===== src/rtl/sync_fifo_prog.sv =====
// Single-clock FIFO with programmable full/empty thresholds and either
// first-word-fall-through or registered (1-cycle latency) read data.
`timescale 1ns/1ps
module sync_fifo_prog #(
  parameter int DATA_WIDTH        = 8,
  parameter int ADDR_WIDTH        = 4,
  parameter int FWFT_EN           = 1,
  parameter int PROG_FULL_THRESH  = 12,
  parameter int PROG_EMPTY_THRESH = 4
) (
  input  logic                  clk,
  input  logic                  rst_n,
  input  logic [DATA_WIDTH-1:0] din,
  input  logic                  wr_en,
  input  logic                  rd_en,
  output logic [DATA_WIDTH-1:0] dout,
  output logic                  full,
  output logic                  almost_full,
  output logic                  prog_full,
  output logic                  empty,
  output logic                  almost_empty,
  output logic                  prog_empty,
  output logic                  wr_ack,
  output logic                  overflow,
  output logic                  valid,
  output logic                  underflow,
  output logic [ADDR_WIDTH:0]   data_count
);
  localparam int CW = ADDR_WIDTH + 1;
  localparam int D  = 1 << ADDR_WIDTH;
  localparam logic [CW-1:0] DEPTH_C = CW'(D);
  localparam logic [CW-1:0] PF_C    = CW'(PROG_FULL_THRESH);
  localparam logic [CW-1:0] PE_C    = CW'(PROG_EMPTY_THRESH);

  logic [DATA_WIDTH-1:0] mem_q [D];
  logic [ADDR_WIDTH-1:0] wptr_q, wptr_d, rptr_q, rptr_d;
  logic [CW-1:0]         count_q, count_d;
  logic                  wr_ack_q, overflow_q, underflow_q;
  logic                  wr_acc, rd_acc;

  assign wr_acc = wr_en && !full;
  assign rd_acc = rd_en && !empty;

  // Every flag is a pure decode of the registered count, so reset clears them at once.
  assign full         = (count_q == DEPTH_C);
  assign almost_full  = (count_q >= DEPTH_C - 1'b1);
  assign prog_full    = (count_q >= PF_C);
  assign empty        = (count_q == '0);
  assign almost_empty = (count_q <= CW'(1));
  assign prog_empty   = (count_q <= PE_C);
  assign data_count   = count_q;
  assign wr_ack       = wr_ack_q;
  assign overflow     = overflow_q;
  assign underflow    = underflow_q;

  always_comb begin
    wptr_d  = wr_acc ? wptr_q + 1'b1 : wptr_q;
    rptr_d  = rd_acc ? rptr_q + 1'b1 : rptr_q;
    count_d = count_q;
    case ({wr_acc, rd_acc})
      2'b10:   count_d = count_q + 1'b1;
      2'b01:   count_d = count_q - 1'b1;
      default: count_d = count_q;
    endcase
  end

  always_ff @(posedge clk) begin
    if (wr_acc) mem_q[wptr_q] <= din;
  end

  always_ff @(posedge clk or negedge rst_n) begin
    if (!rst_n) begin
      wptr_q      <= '0;
      rptr_q      <= '0;
      count_q     <= '0;
      wr_ack_q    <= 1'b0;
      overflow_q  <= 1'b0;
      underflow_q <= 1'b0;
    end else begin
      wptr_q      <= wptr_d;
      rptr_q      <= rptr_d;
      count_q     <= count_d;
      wr_ack_q    <= wr_acc;
      overflow_q  <= wr_en && full;
      // A simultaneous write into an empty FIFO is serviced, so the read is not an error.
      underflow_q <= rd_en && empty && !wr_en;
    end
  end

  generate
    if (FWFT_EN != 0) begin : g_fwft
      assign dout  = mem_q[rptr_q];
      assign valid = !empty;
    end else begin : g_std
      logic [DATA_WIDTH-1:0] dout_q;
      logic                  valid_q;
      always_ff @(posedge clk or negedge rst_n) begin
        if (!rst_n) begin
          dout_q  <= '0;
          valid_q <= 1'b0;
        end else begin
          valid_q <= rd_acc;
          if (rd_acc) dout_q <= mem_q[rptr_q];
        end
      end
      assign dout  = dout_q;
      assign valid = valid_q;
    end
  endgenerate
endmodule


===== config.mk =====
export PLATFORM = sky130hd
export DESIGN_NAME = sync_fifo_prog
export DESIGN_NICKNAME = d
export VERILOG_FILES = /design/src/rtl/sync_fifo_prog.sv
export SDC_FILE = /design/constraint.sdc
export NUM_CORES = 1
export LEC_CHECK = 0
export BUFFER_PORTS_ARGS = -buffer_cell sky130_fd_sc_hd__buf_4
export CAP_MARGIN = 20
export CORE_AREA = 2 2 119 121
export DETAILED_ROUTE_END_ITERATION = 6
export DIE_AREA = 0 0 121 123
export SYNTH_ARGS = -nofsm -noshare
export SYNTH_HDL_FRONTEND = slang
export SYNTH_SLANG_ARGS = --single-unit

===== constraint.sdc =====
create_clock -name clk -period 7.4 [get_ports clk]
set_input_delay 0.74 -clock clk [delete_from_list [all_inputs] [get_ports clk]]
set_output_delay 0.74 -clock clk [all_outputs]
set_load 0.02 [all_outputs]

==> results by group <==
Status
  • Outcome: finished clean

Logic synthesis
  • Post-synth net total: 365
  • Post-synth EDFFs: 128
  • FF+latch count, synth: 144
  • Sequential-to-total area share from yosys stat: 70.4%
  • Synth Flop Type: edfxtp_1
  • Synth async-reset ratio: 11.1%
  • Top-count cell post-synth: edfxtp_1
  • Syn Area/Cell: 17.6 um^2
  • Mapped cell area: 0.00603 mm^2
  • Cell count after synthesis: 342
  • Netlist cell types: 42
  • Leading area contributor after synthesis: edfxtp_1
  • Post-synth top area share: 63.8%
  • Leading post-synthesis cells by cell area: edfxtp_1, dfrtp_1, mux4_2
  • Top cells by count, synth: edfxtp_1, mux2i_1, dfrtp_1, mux4_2, nand2_1
  • Yosys warnings: 0

Pwr
  • Cell internal pwr: 1930 uW
  • Pwr Density: 413 mW/mm^2
  • Sequential share of power: 38.8%
  • Net Sw Frac: 33.4%
  • Sw power: 968 uW
  • Leakage: 0.00251 uW
  • Combinational group share of total power: 31.8%
  • Clock share of power: 29.4%
  • Tot Pwr: 2900 uW
  • Max VDD drop: 0.188 mV

Clocking
  • # resized after CTS: 0
  • Post-CTS setup repair buffer count: 0
  • Clock tree buffer depth: 2
  • CTS tree: yes
  • CTS Buf Count: 17
  • CTS Sinks: 144
  • Clock Latency Late Sink: 420 ps
  • CTS H-Tree Depth: 4
  • Hold-fix buffers, CTS: 0
  • CTS root buf: clkbuf_16
  • Reg clk slew, reported paths: 50 ps

Finish
  • Fillcell total: 1126
  • Reg area: 0.00425 mm^2
  • Area grow syn2layout: 16.4%
  • Ant diodes: 0
  • Multi-input gate area: 0.00160 mm^2
  • Layout cell share with drive strength beyond 1: 26.4%
  • Nets: 404
  • Core Util, Final: 51.5%

Timing
  • Crit path time final: 3520 ps
  • Fmax achieved: 0.284 GHz
  • Fin Hold WS: 179 ps
  • Max Slew Vio Count: 0
  • Final TNS setup: 0 ps
  • Skew final: 6.34 ps
  • Hold Vio Cnt, Final: 0
  • Final worst path period share: 47.5%
  • Worst rel slew slack: 35.3%
  • Slew at the pin with the worst max-slew slack: 967 ps
  • Final setup violating endpoints: 0
  • RSZ-0062 raised after global routing: false

Worst setup path
  • CP max FO: 36
  • CP required: 6660 ps
  • Worst setup EP type: primary output
  • Data arrival, critical path: 2780 ps
  • Setup CP Type: flop to primary output
  • CP startpoint kind: flop

Global routing
  • Global Route Usage Sum: 15.9%
  • Met2 usage: 24.2%
  • Met1 Usage GRT: 22.3%
  • Initial antenna violation count: 0
  • Met3 Track Usage GR: 4.15%
  • Global routing's busiest layer: met2
  • Vias in the first global route: 3067
  • First-pass GRT wire length: 17.4 mm
  • Largest net degree at the start of global routing: 37
  • Overflow after GRT: 0

Floorplanning
  • IO Pins: 35
  • Core ar.: 0.0136 mm^2
  • Chip width: 121 um
  • Site Rows: 43
  • Die Y: 123 um
  • Initial Util: 44.3%
  • Die area: 0.0149 mm^2

Drt
  • DR iter-0 viols: 153
  • DR WL/cell: 19.0 um
  • Post-DR vias/cell: 5.22
  • 1st-pass router iterations: 4
  • Total Wirelength: 10.9 mm
  • Antenna Nets Post-Route: 0
  • DRC viols: 0
  • Vias: 2997

Min path
  • Worst Hold Class: input pin to asynchronous set/reset pin

Placed design
  • Gpl congestion: 0.779
  • # port buffers: 34
  • Post-detail-place hpwl: 7.25 mm

Job
  • Max-Cap Viols: 0
[final cells by class]
type | instances | area share [%]
sequential | 144 | 60.5
multi-input combinational | 166 | 22.8
clock buffer | 21 | 6.28
timing repair buffer | 40 | 4.28
tap | 180 | 3.21
clock inverter | 11 | 2.25
inverter | 12 | 0.713
[per-stage QoR]
step                setup slack (ps)  std cells  cell area (um^2)
finish                          3880        574              7020
global route                    3590        574              7020
CTS                             3760        574              7020
detailed placement              4210        542              6420
global placement                4250        542              6420
floorplan                       4710        342              6030
[state kept, by name, summed over array words and instances (netlist names)]
name / cells
mem_q: 128
underflow: 1
wptr_q: 4
data_count: 5
wr_ack: 1
overflow: 1
rptr_q: 4
[critical path, stage by stage (launching register included)]
cell and delay, ps:
dfrtp_2 700, buf_4 610, mux2i_1 160, a221oi_1 500, a22oi_1 170, nand2_1 90, buf_4 130
[cells by family after synthesis]
kind of cell	synth area share (%)
compound gates	5.50
xor+xnor	1.45
fa+ha+maj	2.28
buf+inv	3.07
flops	70.4
mux	11.6
simple gates	5.61
[path summary, 6_finish.rpt]
path	start	end	slack [ps]	depth (start not counted)
max	rptr_q[0]$_DFFE_PN0P_	dout[0]	3880	6
min	rst_n	data_count[1]$_DFFE_PN0P_	180	1
max reg2reg	data_count[0]$_DFFE_PN0P_	mem_q[13][2]$_DFFE_PP_	4730	7
min reg2reg	data_count[1]$_DFFE_PN0P_	data_count[1]$_DFFE_PN0P_	600	2
max in group asynchronous	rst_n	rptr_q[0]$_DFFE_PN0P_	7010	1
min in group clk	wr_en	underflow$_DFF_PN0_	510	2
[cells in the final DEF, fill, tap and decap left out, drive strengths merged, types with 2 or more instances in the layout]
cell	synthesis	routed
edfxtp	128	128
buf	15	40
mux2i	33	33
clkbuf	5	21
mux4	16	16
dfrtp	16	16
nand2	16	16
a221oi	16	16
inv	12	13
ha	11	11
o21ai	10	10
nor2	9	9
a22oi	8	8
xnor2	7	7
and2	7	7
nor3	6	6
clkinv	0	5
nor4	4	4
xor2	3	3
bufinv	0	3
nor2b	2	2
nand3	2	2
a21oi	2	2
nand4	2	2
clkinvlp	0	2
nor3b	2	2
[power by group through the flow]
| stage | sequential [uW] | clock (uW) | combinational [uW] |
|---|---|---|---|
| CTS | 1130 | 864 | 934 |
| global placement | 1140 | 0 | 919 |
| finish | 1130 | 852 | 921 |
| global route | 1150 | 900 | 1000 |
| detailed placement | 1140 | 0 | 927 |
| floorplan | 1060 | 0 | 727 |
[routing by layer]
layer  vias to the layer above  wire length, um
met5                         -                0
met4                         0              140
met3                        11              336
met2                        51             5190
met1                      1507             5230
li1                       1428                -
No activity file was read; power rests on OpenSTA's default activity.
